`src/rtl/alu_pkg.sv`:
```
// Shared encodings for the ALU writeback path: condition codes, op types, FSM states.
// Latency: n/a (declarations only).
// Backpressure: n/a.
package alu_pkg;

   localparam logic [1:0] COND_ALWAYS = 2'b00;
   localparam logic [1:0] COND_C      = 2'b01;
   localparam logic [1:0] COND_Z      = 2'b10;
   localparam logic [1:0] COND_NEVER  = 2'b11;

   localparam logic OP_ADD  = 1'b0;
   localparam logic OP_NAND = 1'b1;

   typedef enum logic [1:0] {
      IDLE  = 2'd0,
      EVAL  = 2'd1,
      WRITE = 2'd2,
      DONE  = 2'd3
   } wb_state_t;

   // True when an instruction with condition 'cond' executes given the current flags.
   function automatic logic cond_pass(input logic [1:0] cond, input logic c, input logic z);
      logic pass;
      case (cond)
         COND_ALWAYS: pass = 1'b1;
         COND_C:      pass = c;
         COND_Z:      pass = z;
         COND_NEVER:  pass = 1'b0;
         default:     pass = 1'b0;
      endcase
      return pass;
   endfunction

endpackage

```
`src/rtl/alu_writeback_ctrl_flag_reg.sv`:
```
// Architectural carry/zero flag register; Z loads on upd_en, C only when upd_c_en also set.
// Latency: new values visible the cycle after the update edge.
// Backpressure: none; updates are single-cycle strobes from the owning stage.
module flag_reg (
   input  logic clk,
   input  logic rst_n,
   input  logic upd_en,
   input  logic upd_c_en,
   input  logic new_c,
   input  logic new_z,
   output logic flag_c,
   output logic flag_z
);

   logic c_q, c_d;
   logic z_q, z_d;

   // Next-flag selection: Z follows every update, C only when the op produces a carry.
   always_comb begin
      c_d = c_q;
      z_d = z_q;
      if (upd_en) begin
         z_d = new_z;
         if (upd_c_en) begin
            c_d = new_c;
         end
      end
   end

   // Flag state, cleared by reset.
   always_ff @(posedge clk or negedge rst_n) begin
      if (!rst_n) begin
         c_q <= 1'b0;
         z_q <= 1'b0;
      end else begin
         c_q <= c_d;
         z_q <= z_d;
      end
   end

   assign flag_c = c_q;
   assign flag_z = z_q;

endmodule

```
`src/rtl/alu_writeback_ctrl.sv`:
```
// ALU writeback stage: evaluates condition vs C/Z, commits result to the RF, then updates flags.
// Latency: accept at T, commit at T+2 (ready high), wb_done during T+2..T+3; skip retires at T+1.
// Backpressure: ex_ready only in IDLE; WRITE holds rf_wr_en/addr/data until rf_wr_ready.
module alu_writeback_ctrl
   import alu_pkg::*;
#(
   parameter int DATA_W = 16,
   parameter int REG_AW = 3,
   parameter int CNT_W  = 16
) (
   input  logic              clk,
   input  logic              rst_n,
   input  logic              ex_valid,
   output logic              ex_ready,
   input  logic [DATA_W-1:0] ex_result,
   input  logic              ex_carry,
   input  logic              ex_op,
   input  logic [1:0]        ex_cond,
   input  logic [REG_AW-1:0] ex_rd,
   output logic              rf_wr_en,
   output logic [REG_AW-1:0] rf_wr_addr,
   output logic [DATA_W-1:0] rf_wr_data,
   input  logic              rf_wr_ready,
   output logic              flag_c,
   output logic              flag_z,
   output logic              wb_done,
   output logic              wb_skipped,
   output logic [CNT_W-1:0]  wr_count
);

   wb_state_t         state_q, state_d;
   logic [DATA_W-1:0] res_q, res_d;
   logic              carry_q, carry_d;
   logic              op_q, op_d;
   logic [1:0]        cond_q, cond_d;
   logic [REG_AW-1:0] rd_q, rd_d;
   logic              skip_q, skip_d;
   logic [CNT_W-1:0]  cnt_q, cnt_d;
   logic              live_q;

   logic upd_en;
   logic upd_c_en;
   logic exec;

   // Condition uses the flags as they stand before this instruction commits.
   assign exec = cond_pass(cond_q, flag_c, flag_z);

   // FSM next state, holding-register capture, commit and flag-update strobes.
   always_comb begin
      state_d  = state_q;
      res_d    = res_q;
      carry_d  = carry_q;
      op_d     = op_q;
      cond_d   = cond_q;
      rd_d     = rd_q;
      skip_d   = skip_q;
      cnt_d    = cnt_q;
      upd_en   = 1'b0;
      upd_c_en = 1'b0;
      case (state_q)
         IDLE: begin
            if (ex_valid && live_q) begin
               res_d   = ex_result;
               carry_d = ex_carry;
               op_d    = ex_op;
               cond_d  = ex_cond;
               rd_d    = ex_rd;
               state_d = EVAL;
            end
         end
         EVAL: begin
            skip_d  = ~exec;
            state_d = exec ? WRITE : DONE;
         end
         WRITE: begin
            if (rf_wr_ready) begin
               upd_en   = 1'b1;
               upd_c_en = (op_q == OP_ADD);
               cnt_d    = cnt_q + CNT_W'(1);
               state_d  = DONE;
            end
         end
         DONE: begin
            state_d = IDLE;
         end
         default: begin
            state_d = IDLE;
         end
      endcase
   end

   // State, holding registers and committed-write counter.
   always_ff @(posedge clk or negedge rst_n) begin
      if (!rst_n) begin
         state_q <= IDLE;
         res_q   <= '0;
         carry_q <= 1'b0;
         op_q    <= OP_ADD;
         cond_q  <= COND_ALWAYS;
         rd_q    <= '0;
         skip_q  <= 1'b0;
         cnt_q   <= '0;
         live_q  <= 1'b0;
      end else begin
         state_q <= state_d;
         res_q   <= res_d;
         carry_q <= carry_d;
         op_q    <= op_d;
         cond_q  <= cond_d;
         rd_q    <= rd_d;
         skip_q  <= skip_d;
         cnt_q   <= cnt_d;
         live_q  <= 1'b1;
      end
   end

   flag_reg u_flag_reg (
      .clk      (clk),
      .rst_n    (rst_n),
      .upd_en   (upd_en),
      .upd_c_en (upd_c_en),
      .new_c    (carry_q),
      .new_z    (res_q == '0),
      .flag_c   (flag_c),
      .flag_z   (flag_z)
   );

   // live_q keeps ex_ready low until the first clock after reset release.
   assign ex_ready   = (state_q == IDLE) && live_q;
   assign rf_wr_en   = (state_q == WRITE);
   assign rf_wr_addr = rd_q;
   assign rf_wr_data = res_q;
   assign wb_done    = (state_q == DONE);
   assign wb_skipped = (state_q == DONE) && skip_q;
   assign wr_count   = cnt_q;

endmodule

```
`config.mk`:
```
export PLATFORM = sky130hd
export DESIGN_NAME = alu_writeback_ctrl
export DESIGN_NICKNAME = d
export VERILOG_FILES = /design/src/rtl/alu_pkg.sv /design/src/rtl/alu_writeback_ctrl_flag_reg.sv /design/src/rtl/alu_writeback_ctrl.sv
export SDC_FILE = /design/constraint.sdc
export NUM_CORES = 1
export LEC_CHECK = 0
export CAP_MARGIN = 10
export CORE_MARGIN = 8
export CORE_UTILIZATION = 44
export CTS_BUF_LIST = sky130_fd_sc_hd__clkbuf_4 sky130_fd_sc_hd__clkbuf_8 sky130_fd_sc_hd__clkbuf_16
export DETAILED_ROUTE_END_ITERATION = 10
export PLACE_DENSITY = 0.78
export SYNTH_ARGS = -nofsm -noshare
export SYNTH_HDL_FRONTEND = slang
export SYNTH_SLANG_ARGS = --single-unit
export TNS_END_PERCENT = 50
```
`constraint.sdc`:
```
create_clock -name clk -period 1.7 [get_ports clk]
set_input_delay 0.425 -clock clk [delete_from_list [all_inputs] [get_ports clk]]
set_output_delay 0.425 -clock clk [all_outputs]
set_load 0.02 [all_outputs]
```
# Yosys cells after proc, flatten, opt, wreduce, memory -nomap -nowiden
# Index checks and enable logic that the tools add are counted.
# op_classes
n_reduce_logical	10
bitwise_logic	2
mux	9
add_sub_neg	1
n_eq_ne	8
# ops
operator	count
$add A16 B1 Y16 const B	1
$logic_not A16 Y1	1
$eq A2 B2 Y1 const B	4
$pmux W2 S4	1
$reduce_and A2 Y1	4
$mux W1	5
$eq A2 B1 Y1 const B	2
$logic_not A2 Y1	2
$mux W2	2
$pmux W1 S4	1
$logic_and A1 B1 Y1	3
$ne A2 B1 Y1 const B	1
$ne A2 B2 Y1 const B	1
$not A1 Y1	2
# word_totals
in_bits	27
reg_bits	45
wordCells	41

# Logic depth before layout (Yosys ltp)
# Gate-level depths: netlist of the first run.
# depth
word_depth	4
mapped_depth	6

# Cells and area by module
# Synthesis of the first run repeated with hierarchy kept, for this count alone.
# unflattened
cells_unflattened	147
hier_area_um2	1959.4
# by_module_without_submodules
mod	cells_per_inst	area_each_um2	n_inst	seq_area_each_um2
alu_writeback_ctrl	142	1879.3	1	1076.0
flag_reg	5	80.1	1	50.0

# Least setup slack after synthesis of the first run
# No wires, ideal clock.
# synth_timing
path_kind	register to register
startpoint	register state_q[0]
endpoint	register cnt_q[15] (netlist: wr_count[15])
t_arrival_ns	1.593
setup_time_ns	0.128
stages_incl_launch_ff	7
path_slack_ns	-0.022
cell_sequence	dfrtp_1 > inv_1 > ha_1 > nand2_4 > nor4_4 > nand4_1 > xnor2_1
# synth_between
elab_chain_len	2
# synth_rtl
element	line_no	source
start: declaration	alu_writeback_ctrl.sv:31	wb_state_t state_q, state_d;
start signal: assignment	alu_writeback_ctrl.sv:105	state_q <= state_d;
$eq A2 B2 Y1	-	
net rf_wr_en	alu_writeback_ctrl.sv:20	output logic rf_wr_en,
$reduce_and A2 Y1 (no source line)	-	
end signal: assignment	alu_writeback_ctrl.sv:112	cnt_q <= cnt_d;
end: declaration	alu_writeback_ctrl.sv:38	logic [CNT_W-1:0] cnt_q, cnt_d;
# The timed path passes the listed nets, and every way through them passes these cells.
# A chain may end at the register's enable or synchronous reset.

# Final worst setup path of the first run
# layout_timing
startpoint	register state_q[0]
endpoint	output port ex_ready
# layout_between
elab_chain_len	2
# layout_rtl
element	line_no	source
$logic_not A2 Y1	alu_writeback_ctrl.sv:129	assign ex_ready = (state_q == IDLE) && live_q;
$logic_and A1 B1 Y1	alu_writeback_ctrl.sv:129	
end: declaration	alu_writeback_ctrl.sv:14	output logic ex_ready,
# Every way passes these cells.

==> results of run 1 <==
-- placed cells by master, fill, tap and decap left out, drive strengths merged, types with 6 or more instances in the layout --
master         count
buf               21
nand3              9
dfrtp             45
clkbuf             7
dlygate4sd2       31
xnor2             11
mux2              24
nand2              9
ha                 6
clkdlybuf4s50     25
dlymetal6s2s       6
-- through the flow --
stage	total power (uW)	instances	setup TNS (ns)	setup slack [ns]	hold slack, ns
2_1_floorplan	2830	145	0	0.0120	0.129
3_3_place_gp	3930	279	-0.487	-0.0844	0.424
6_report	4580	287	0	0.0351	0.0988
5_1_grt	4910	287	-0.0363	-0.0287	0.0999
4_1_cts	4640	287	-0.0175	-0.0175	0.105
3_5_place_dp	3970	279	-0.833	-0.143	0.422
-- worst max-delay path, stage by stage, from the launching register on --
cell	delay [ns]
dfrtp_1	0.38
inv_1	0.10
ha_1	0.18
and2_1	0.14
buf_4	0.14
-- power by group --
group / switching (uW) / internal (uW) / total (uW)
sequential: 270 / 1460 / 1730
clock: 337 / 495 / 832
combinational: 1030 / 988 / 2020
total: 1640 / 2940 / 4580
-- path summary, 6_finish.rpt --
path,from,endpoint,slack (ns)
max reg2reg,state_q[1]$_DFFE_PN0P_,state_q[0]$_DFFE_PN0P_,0.11
min,rst_n,wr_count[13]$_DFFE_PN0P_,0.1
max,state_q[0]$_DFFE_PN0P_,ex_ready,0.04
min in group clk,carry_q$_DFFE_PN0P_,u_flag_reg.flag_c$_DFFE_PN0P_,0.48
min reg2reg,carry_q$_DFFE_PN0P_,u_flag_reg.flag_c$_DFFE_PN0P_,0.48
max in group asynchronous,rst_n,rf_wr_data[8]$_DFFE_PN0P_,1.39
-- cell families after synthesis --
logic type | after synthesis | synth area share
AND/OR/NAND/NOR | 39 | 0.126
multiplexers | 24 | 0.140
other | 1 | 0.00194
adder cells (fa/ha/maj) | 6 | 0.0389
flip-flops | 45 | 0.583
XOR/XNOR | 15 | 0.0680
buffers and inverters | 7 | 0.0175
AO/OA/AOI/OAI | 8 | 0.0246
-- area by class of cell --
cell class | instances | area [um^2]
clock buffer | 7 | 90.1
clock inverter | 1 | 30.0
fill | 328 | 1380
inverter | 5 | 18.8
multi-input combinational | 93 | 793
sequential | 45 | 1130
tap | 52 | 65.1
timing repair buffer | 84 | 790
-- routing by layer --
metal	vias up	wire length (um)	global-route usage
met4	0	53	0.0316
met5	-	0	0
met1	653	1810	0.165
met2	60	1830	0.208
li1	678	-	-
met3	6	631	0.0887
-- registers in the layout, indices dropped and copies added, names as in the netlist --
| name | cells |
|---|---|
| rf_wr_data | 16 |
| wr_count | 16 |
| rf_wr_addr | 3 |
| cond_q | 2 |
| state_q | 2 |
| carry_q | 1 |
| live_q | 1 |
| op_q | 1 |
| skip_q | 1 |
| u_flag_reg.flag_c | 1 |
| u_flag_reg.flag_z | 1 |
-- repair_timing --
| action | CTS | global route |
|---|---|---|
| gates resized for setup | 49 | 10 |
| pin swaps | 0 | 2 |
| hold buffers | 0 | 0 |
| endpoints found under the setup margin | 35 | 15 |
==> results.yml, run 1 <==
detailed_routing:
  vias: 1397
  initialDrtViolationCount: 11
  vias_per_cell: 4.87
  post-route-drc-count: 0
  antenna_left: 0
  firstDrtPassIters: 2
  routed_wl_mm: 4.33
  wl_per_cell_um: 15.1
worst_setup_path:
  worstSetupPathType: "flop to primary output"
  endpoint_kind: "primary output"
  start_kind: "flop"
  worstPathArrival_ns: 1.24
  required_ns: 1.27
  rr_worst_depth: 7
  crit_fanout: 3
synthesis:
  synth-main-ff-cell: "dfrtp_1"
  syn_area_per_cell_um2: 13.3
  synth_area_leader_cell: "dfrtp_1"
  yosysSeqAreaShare: 0.583
  yosysWarnings: 0
  synth-seq-cells: 45
  yosys-top-cells-area: "dfrtp_1 (58%), mux2_2 (13%), xnor2_1 (5.0%)"
  synth_nets: 178
  synth_top_area_frac: 0.583
  synth_async_sr_flop_share: 1.00
  synth_cell_types: 28
  synth_area_mm2: 0.00193
  synth_edf_count: 0
  netlist_instances: 145
  post_synth_most_frequent_cells: "dfrtp_1 (45), mux2_2 (22), xnor2_1 (11)"
  synth.most_common_cell: "dfrtp_1"
die:
  dieArea_mm2: 0.00676
  die_h_um: 82.2
  die_w_um: 82.2
  core_mm2: 0.00429
  num_rows: 24
  initial_utilization: 0.450
  pin_count: 68
place:
  port_buffers: 67
  dpl-instance-area_mm2: 0.00280
  dp_hpwl_mm: 3.29
  gp_congestion: 0.735
sta:
  setup_viol: 0
  hold_violations: 0
  finalCritPeriodShare: 0.979
  slew_violations: 0
  period_needed_ns: 1.66
  rsz0062_at_grt: "true"
  clock.fmax_mhz: 601
  skew_ns: 0.00344
power:
  ir_drop_mv: 1.07
  power.density_mw_per_mm2: 1570
  leakage_uw: 0.00146
status:
  outcome: "complete, no violations"
clock_network:
  cts-htree-levels: 2
  post_cts_buffers: 0
  clockBufferDepth: 2
  clk_pin_slew_ns: 0.08
  insertion_delay_ns: 0.29
  cts-root-buf: "clkbuf_8"
  cts_tree: "built"
  numCtsBuffers: 5
  cts_sinks: 45
global_routing:
  grt_max_degree: 46
  antenna_found_initial: 0
  grt_pass1_wl_mm: 7.27
  gr-total-overflow: 0
  globalRouteTotalUtil: 0.139
  first_global_vias: 1568
finish:
  syn_to_final_growth_pct: 50.9
  utilization: 0.678
  antennaDiodeCount: 0
  drive_gt1_frac: 0.260
  fin_nets: 267
  fin_area_mm2: 0.00291
job:
  timing.max_cap.violations: 0
worst_hold_path:
  hold_class: "primary input to asynchronous set/reset pin"
Power figures use the tool's default switching activity.
==> run 2: changes to the inputs <==
- CORE_UTILIZATION: 44 -> 60
- DONT_BUFFER_PORTS: not set -> 1
- PLACE_DENSITY: 0.78 -> 0.76
==> run 2 against run 1 <==
Against the previous run:
- the flow now finishes with violations (setup timing)
- critical endpoint is now rf_wr_en
- flip-flop and latch count stayed put
- cell area is 22% lower
- highest routed layer unchanged
- total power is 12% lower
- clock power is 19% lower
==> results.yml, run 2 (synthesis gave the netlist of run 1 again) <==
worst_setup_path:
  worstPathArrival_ns: 1.28
  rr_worst_depth: 6
  crit_path_start: "state_q[1]$_DFFE_PN0P_"
  endpoint_kind: "primary output"
  required_ns: 1.27
  worstSetupPathType: "flop to primary output"
  r2r-start: "state_q[1]$_DFFE_PN0P_"
  r2r_slack_ns: 0.07
  r2r-end: "state_q[0]$_DFFE_PN0P_"
  start_kind: "flop"
  crit_fanout: 4
die:
  dieArea_mm2: 0.00529
  pin_count: 68
  die_h_um: 72.7
  die_w_um: 72.7
  num_rows: 20
  initial_utilization: 0.632
  core_mm2: 0.00305
detailed_routing:
  vias: 1190
  initialDrtViolationCount: 63
  firstDrtPassIters: 4
  antenna_left: 0
  vias_per_cell: 5.56
  wl_per_cell_um: 17.9
  post-route-drc-count: 0
  routed_wl_mm: 3.83
sta:
  fin_ws_ns: -0.00969
  period_needed_ns: 1.71
  slew_violations: 0
  hold_violations: 0
  clock.fmax_mhz: 585
  setup_viol: 2
  rsz0062_at_grt: "true"
  skew_ns: 0.00685
  finalCritPeriodShare: 1.01
  hold_slack_ns: 0.203
finish:
  syn_to_final_growth_pct: 17.3
  final_cell_mix: "dfrtp_1 (45), mux2_2 (22), buf_4 (14), xnor2_1 (11)"
  final_cells: 214
  drive_gt1_frac: 0.353
  final_common_cell: "dfrtp_1"
  fin_nets: 202
  antennaDiodeCount: 0
power:
  ir_drop_mv: 1.12
  power.density_mw_per_mm2: 1780
  leakage_uw: 0.00105
worst_hold_path:
  hold_class: "primary input to flop"
  min_from: "ex_result[3]"
  holdPathStages: 1
  holdPathEnd: "rf_wr_data[3]$_DFFE_PN0P_"
status:
  outcome: "finished with violations"
  violations: "setup timing"
clock_network:
  cts_tree: "built"
  cts_sinks: 45
  clockBufferDepth: 2
  clk_pin_slew_ns: 0.12
  cts-htree-levels: 2
  insertion_delay_ns: 0.35
  cts-root-buf: "clkbuf_4"
  numCtsBuffers: 5
global_routing:
  globalRouteTotalUtil: 0.152
  grt_max_degree: 46
  gr-total-overflow: 0
  antenna_found_initial: 0
  grt_pass1_wl_mm: 6.09
  first_global_vias: 1272
place:
  port_buffers: 0
  gp_congestion: 0.834
  dp.cells: 199
  dp_hpwl_mm: 2.93
job:
  timing.max_cap.violations: 0
-- run 2: worst max-delay path, stage by stage, from the launching register on --
cell and delay [ns]:
dfrtp_1 0.43, buf_4 0.16, ha_2 0.20, buf_6 0.14
-- run 2: metrics by stage --
| stage | utilization | cell area, um^2 | setup WS (ns) | total power, uW | TNS, ns |
|---|---|---|---|---|---|
| after CTS | 0.739 | 2260 | -0.0663 | 4040 | -0.0718 |
| after global placement | 0.680 | 2080 | 0.125 | 3110 | 0 |
| final | 0.742 | 2260 | -0.00969 | 4020 | -0.0174 |
| after detailed placement | 0.680 | 2080 | 0.0679 | 3200 | 0 |
| after floorplan | - | 1930 | 0.0120 | 2830 | 0 |
| after global routing | 0.742 | 2260 | -0.0744 | 4260 | -0.333 |
-- run 2: what timing repair did --
item,CTS,global route
endpoints found under the setup margin,3,6
endpoints found under the hold margin,45,0
gates resized for setup,8,2
buffers inserted,5,0
hold buffers,2,0
pin swaps,1,0
-- run 2: metal layers --
layer  vias to the layer above  track usage  wire [um]
met5                         -            0          0
met4                         0       0.0800         62
li1                        554            -          -
met2                        53        0.242       1920
met1                       577        0.161       1370
met3                         6       0.0783        477
-- run 2: worst max-delay path by stage --
stage | slack (ns) | to
floorplan | 0.01 | rf_wr_data[3]$_DFFE_PN0P_
global placement | 0.13 | wr_count[15]$_DFFE_PN0P_
detailed placement | 0.07 | wr_count[12]$_DFFE_PN0P_
CTS | -0.07 | wb_skipped
global route | -0.07 | ex_ready
finish | -0.01 | rf_wr_en
-- run 2: where the power goes --
group          internal, uW  total (uW)  switching, uW
clock network           367         674            307
registers              1450        2120            666
logic                   644        1230            582
total                  2470        4020           1560
-- run 2: final cells by class --
type | count | area [um^2]
clock inverter | 1 | 30.0
multi-input combinational | 93 | 798
tap | 44 | 55.1
sequential | 45 | 1130
clock buffer | 7 | 58.8
timing repair buffer | 19 | 178
fill | 217 | 788
inverter | 5 | 18.8
